===== config.mk =====
export PLATFORM = sky130hd
export DESIGN_NAME = tx_serializer
export DESIGN_NICKNAME = d
export VERILOG_FILES = /design/src/rtl/tx_serializer.sv
export SDC_FILE = /design/constraint.sdc
export NUM_CORES = 1
export LEC_CHECK = 0
export CORE_AREA = 2 2 56 58
export CTS_CLUSTER_DIAMETER = 50
export DETAILED_ROUTE_END_ITERATION = 8
export DIE_AREA = 0 0 58 60
export GPL_ROUTABILITY_DRIVEN = 0
export MAX_ROUTING_LAYER = met4
export PLACE_DENSITY = 0.62
export SETUP_SLACK_MARGIN = 0.15
export SLEW_MARGIN = 5
export SYNTH_ARGS = -nofsm -noshare
export SYNTH_HDL_FRONTEND = slang
export SYNTH_SLANG_ARGS = --single-unit

===== constraint.sdc =====
create_clock -name BitCLK -period 5.8 [get_ports BitCLK]
set_clock_uncertainty 0.1 [all_clocks]
set_input_delay 0.58 -clock BitCLK [delete_from_list [all_inputs] [get_ports BitCLK]]
set_output_delay 0.58 -clock BitCLK [all_outputs]
set_load 0.01 [all_outputs]

===== src/rtl/tx_serializer.sv =====
// 10-bit MSB-first serializer with a one-word holding register. Word slots with no
// pending data are filled with K28.5, picked by the running disparity.
module tx_serializer #(
  parameter logic [9:0] IDLE_NEG = 10'b0011111010,
  parameter logic [9:0] IDLE_POS = 10'b1100000101
) (
  input  logic       BitCLK,
  input  logic       Reset,
  input  logic [9:0] TxParallel_10,
  input  logic       TxValid_10,
  output logic       TxReady_10,
  output logic       TxSerial,
  output logic       TxIdle,
  output logic       DispErr
);

  logic [9:0] shreg_q, shreg_d;
  logic [3:0] cnt_q, cnt_d;
  logic [9:0] hold_q, hold_d;
  logic       hold_valid_q, hold_valid_d;
  logic       rd_q, rd_d;
  logic       idle_q, idle_d;
  logic       disp_err_q, disp_err_d;

  logic       boundary;
  logic       accept;
  logic [9:0] load_word;
  logic [3:0] load_ones;

  function automatic logic [3:0] ones_of(input logic [9:0] w);
    logic [3:0] n;
    n = 4'd0;
    for (int i = 0; i < 10; i++) begin
      n = n + {3'b000, w[i]};
    end
    return n;
  endfunction

  assign boundary   = (cnt_q == 4'd9);
  assign accept     = TxValid_10 && !hold_valid_q;
  assign load_word  = hold_valid_q ? hold_q : (rd_q ? IDLE_POS : IDLE_NEG);
  assign load_ones  = ones_of(load_word);

  always_comb begin
    shreg_d      = shreg_q;
    cnt_d        = cnt_q;
    hold_d       = hold_q;
    hold_valid_d = hold_valid_q;
    rd_d         = rd_q;
    idle_d       = idle_q;
    disp_err_d   = 1'b0;

    // A word captured on a boundary edge finds hold empty, so the idle wins this slot.
    if (accept) begin
      hold_d       = TxParallel_10;
      hold_valid_d = 1'b1;
    end

    if (boundary) begin
      cnt_d   = 4'd0;
      shreg_d = load_word;
      idle_d  = !hold_valid_q;
      if (hold_valid_q) begin
        hold_valid_d = 1'b0;
      end
      if (load_ones == 4'd6) begin
        rd_d = 1'b1;
      end else if (load_ones == 4'd4) begin
        rd_d = 1'b0;
      end else if (load_ones != 4'd5) begin
        disp_err_d = 1'b1;
      end
    end else begin
      cnt_d   = cnt_q + 4'd1;
      shreg_d = {shreg_q[8:0], 1'b0};
    end
  end

  always_ff @(posedge BitCLK) begin
    if (Reset) begin
      shreg_q      <= IDLE_NEG;
      cnt_q        <= 4'd0;
      hold_q       <= 10'd0;
      hold_valid_q <= 1'b0;
      rd_q         <= 1'b1;
      idle_q       <= 1'b1;
      disp_err_q   <= 1'b0;
    end else begin
      shreg_q      <= shreg_d;
      cnt_q        <= cnt_d;
      hold_q       <= hold_d;
      hold_valid_q <= hold_valid_d;
      rd_q         <= rd_d;
      idle_q       <= idle_d;
      disp_err_q   <= disp_err_d;
    end
  end

  assign TxReady_10 = !hold_valid_q;
  assign TxSerial   = shreg_q[9];
  assign TxIdle     = idle_q;
  assign DispErr    = disp_err_q;

endmodule


==> flow_results.xml <==
<?xml version="1.0" encoding="UTF-8"?>
<metrics>
  <group name="grt">
    <metric name="use_met3" unit="%">3.68</metric>
    <metric name="grt_pass1_wl" unit="um">4250</metric>
    <metric name="antenna_found_initial" unit="">0</metric>
    <metric name="grt_start_max_net_pins" unit="">18</metric>
    <metric name="global_route.overflow_total" unit="">0</metric>
    <metric name="global_route.usage.met2" unit="%">27.9</metric>
    <metric name="grt_use_met1" unit="%">20.3</metric>
    <metric name="groute.usage.overall" unit="%">17.1</metric>
    <metric name="gr-max-usage-layer" unit="">met2</metric>
    <metric name="first_global_vias" unit="">955</metric>
  </group>
  <group name="setup_path">
    <metric name="max_stage_delay" unit="ns">0.69</metric>
    <metric name="critical_path_depth" unit="">13</metric>
    <metric name="cp_data_required_time" unit="ns">5.95</metric>
    <metric name="critical_path_arrival" unit="ns">4.20</metric>
    <metric name="reg2reg_depth" unit="">13</metric>
    <metric name="critical_path.max_fanout" unit="">17</metric>
    <metric name="worst_setup_path_end_kind" unit="">flop</metric>
    <metric name="critPathSlowestCell" unit="">dfxtp_1</metric>
    <metric name="setup.worst_path.start_class" unit="">flop</metric>
    <metric name="type_of_the_setup_path_with_the_least_slack" unit="">flop to flop</metric>
    <metric name="crit_path_cell_trace" unit="">nor2_2 -&gt; a21oi_1 -&gt; fa_1 -&gt; fa_1 -&gt; fa_1 -&gt; inv_1 -&gt; ha_1 -&gt; inv_1 -&gt; fa_1 -&gt; nand2b_1 -&gt; a211oi_2 -&gt; and3_1 -&gt; o21bai_1</metric>
    <metric name="critPathMostFrequentCell" unit="">fa_1</metric>
    <metric name="worst-path-buf-inv" unit="">2</metric>
    <metric name="worst_path_dominant_cell_family" unit="">adder cells</metric>
  </group>
  <group name="clock_tree">
    <metric name="buffer_cell_driving_the_clock_tree_root" unit="">clkbuf_4</metric>
    <metric name="insertion_delay" unit="ns">0.34</metric>
    <metric name="cts.sink_count" unit="">28</metric>
    <metric name="cts_resized" unit="">0</metric>
    <metric name="clockBufferDepth" unit="">2</metric>
    <metric name="number_of_buffers_inserted_during_clock_tree_synthesis" unit="">3</metric>
    <metric name="cts_max_level" unit="">1</metric>
    <metric name="cts_setup_buffers" unit="">0</metric>
    <metric name="tritoncts" unit="">built</metric>
    <metric name="path_clk_slew" unit="ns">0.16</metric>
    <metric name="cts.hold.buffers_added" unit="">0</metric>
  </group>
  <group name="worst_hold_path">
    <metric name="timing.hold.worst_path_depth" unit="">2</metric>
    <metric name="hold_path_class" unit="">flop to flop</metric>
  </group>
  <group name="layout">
    <metric name="drive_above_1_share" unit="%">6.45</metric>
    <metric name="area.sequential" unit="sq um">561</metric>
    <metric name="synthToLayoutAreaGrowth" unit="%">17.5</metric>
    <metric name="layout_common_cells" unit="">dfxtp_1 (28), a21oi_1 (27), nand2_1 (25)</metric>
    <metric name="layout.cells.most_common" unit="">dfxtp_1</metric>
    <metric name="final_net_count" unit="">179</metric>
    <metric name="area_of_combinational_cells_with_multiple_inputs" unit="sq um">642</metric>
    <metric name="num-fill-cells" unit="">274</metric>
    <metric name="num_antenna_cells" unit="">0</metric>
  </group>
  <group name="sta">
    <metric name="rsz0062_at_grt" unit="">no</metric>
    <metric name="finalHoldViolCount" unit="">0</metric>
    <metric name="slew_viol_final" unit="">0</metric>
    <metric name="fin_crit_sh" unit="%">69.9</metric>
    <metric name="min_period" unit="ns">4.05</metric>
    <metric name="relSlewSlack" unit="%">56.8</metric>
    <metric name="timing.setup.tns" unit="ns">0</metric>
    <metric name="fmax" unit="GHz">0.247</metric>
    <metric name="timing.final.setup_violations" unit="">0</metric>
    <metric name="hold_ws" unit="ns">0.366</metric>
    <metric name="worstMarginPinSlew" unit="ns">0.646</metric>
  </group>
  <group name="floorplanning">
    <metric name="die_y" unit="um">60</metric>
    <metric name="design.core.area" unit="sq um">2900</metric>
    <metric name="start_util" unit="%">43.4</metric>
    <metric name="die_area" unit="sq um">3480</metric>
    <metric name="ioPinCount" unit="">17</metric>
    <metric name="fp-row-count" unit="">20</metric>
    <metric name="die_x" unit="um">58</metric>
  </group>
  <group name="job">
    <metric name="maxCapViolations" unit="">0</metric>
  </group>
  <group name="yosys">
    <metric name="synth_top_cell_by_area" unit="">dfxtp_1</metric>
    <metric name="synthesis.instances" unit="">141</metric>
    <metric name="yosysWarnings" unit="">0</metric>
    <metric name="netlist_top_cells_area" unit="">dfxtp_1 (45%), a21oi_1 (11%), fa_1 (9.5%)</metric>
    <metric name="syn-mean-instance-area" unit="sq um">8.93</metric>
    <metric name="synth_sequential_area_ratio" unit="%">44.5</metric>
    <metric name="syn_area" unit="sq um">1260</metric>
    <metric name="yosysUniqueCellTypes" unit="">29</metric>
    <metric name="yosys.area.top_type_share" unit="%">44.5</metric>
    <metric name="syn-num-nets" unit="">164</metric>
    <metric name="synth.ff_latch_count" unit="">28</metric>
  </group>
  <group name="placed_design">
    <metric name="place.port_buffers" unit="">16</metric>
    <metric name="half_perimeter_wire_length_after_placement" unit="um">1940</metric>
  </group>
  <group name="status">
    <metric name="outcome" unit="">completed</metric>
  </group>
  <group name="drt">
    <metric name="route.final.wire_length" unit="um">2480</metric>
    <metric name="drt_pre_antenna_iters" unit="">4</metric>
    <metric name="first_iter_violations" unit="">17</metric>
    <metric name="detail_route.vias_per_cell" unit="">5.09</metric>
    <metric name="route.vias.total" unit="">956</metric>
    <metric name="drc" unit="">0</metric>
    <metric name="ant_nets" unit="">0</metric>
    <metric name="wl_per_cell" unit="um">13.2</metric>
  </group>
  <group name="pwr">
    <metric name="leakagePower" unit="nW">0.613</metric>
    <metric name="powerDensity" unit="nW/um^2">278</metric>
    <metric name="peak_supply_drop" unit="mV">0.132</metric>
  </group>
</metrics>
==> state kept, by name, summed over array words and instances, names as in the netlist <==
name          count
cnt_q             4
rd_q              1
hold_q           10
DispErr           1
hold_valid_q      1
shreg_q          10
TxIdle            1
==> routing by layer <==
metal  part of all wire, %  vias up  wire length [um]
met2                    47       20              1170
li1                      -      487                 -
met3                   3.6        7                89
met4                   2.3        0                56
met5                     0        -                 0
met1                    47      442              1160
==> power breakdown <==
part | internal (mW) | total, mW | leakage, nW | switching (mW)
clock network | 0.0700 | 0.132 | 0.0279 | 0.0617
registers | 0.202 | 0.208 | 0.230 | 0.00692
logic | 0.0342 | 0.0715 | 0.354 | 0.0373
==> stage by stage <==
step | worst slack [ns] | util [%] | instance area, sq um | power [mW] | std cells
5_1_grt | 1.52 | 50.9 | 1480 | 0.433 | 188
6_report | 1.75 | 50.9 | 1480 | 0.412 | 188
3_5_place_dp | 1.75 | 49.1 | 1430 | 0.285 | 184
3_3_place_gp | 1.99 | 49.1 | 1430 | 0.280 | 184
4_1_cts | 1.74 | 50.9 | 1480 | 0.413 | 188
2_1_floorplan | 2.20 | - | 1260 | 0.263 | 141
==> worst min-delay path, delay by kind of cell (launching register included) <==
kind / cells / cell delay [ns]
flops: 1 / 0.33
compound gates: 1 / 0.06
simple gates: 1 / 0.05
==> synth_stat cells, drive strengths merged <==
cell type	instances
dfxtp	28
a21oi	27
nand2	25
nor2	15
fa	6
inv	6
buf	5
nand2b	5
ha	4
o21ai	4
a211oi	2
nor2b	2
a21o	1
a22o	1
and2	1
and3	1
and3b	1
clkbuf	1
nand3	1
nand3b	1
o21bai	1
or3b	1
xnor2	1
xor2	1
==> area by class of cell <==
type / instances / area share (%)
Tap cell: 33 / 2.79
Inverter: 6 / 1.52
Timing Repair Buffer: 16 / 10.8
Clock inverter: 1 / 2.03
Clock buffer: 3 / 1.52
Sequential cell: 28 / 37.9
Multi-Input combinational cell: 101 / 43.4
==> kinds of logic after synthesis <==
logic type | count (synthesis) | synth area share [%]
AOI/OAI and AO/OA | 36 | 15.8
DFF | 28 | 44.5
adders and majority gates | 10 | 13.5
buffers and inverters | 12 | 4.47
xor gates and xnor gates | 2 | 1.39
and+or+nand+nor | 53 | 20.3
==> final timing paths <==
check,from,end,slack (ns)
worst max-delay path,hold_valid_q$_SDFF_PP0_,rd_q$_SDFFE_PP1P_,1.75
worst max register to register,hold_valid_q$_SDFF_PP0_,rd_q$_SDFFE_PP1P_,1.75
worst min register to register,shreg_q[8]$_SDFF_PP0_,shreg_q[9]$_SDFF_PP0_,0.37
worst min-delay path,shreg_q[8]$_SDFF_PP0_,shreg_q[9]$_SDFF_PP0_,0.37
No activity file was read; power rests on OpenSTA's default activity.
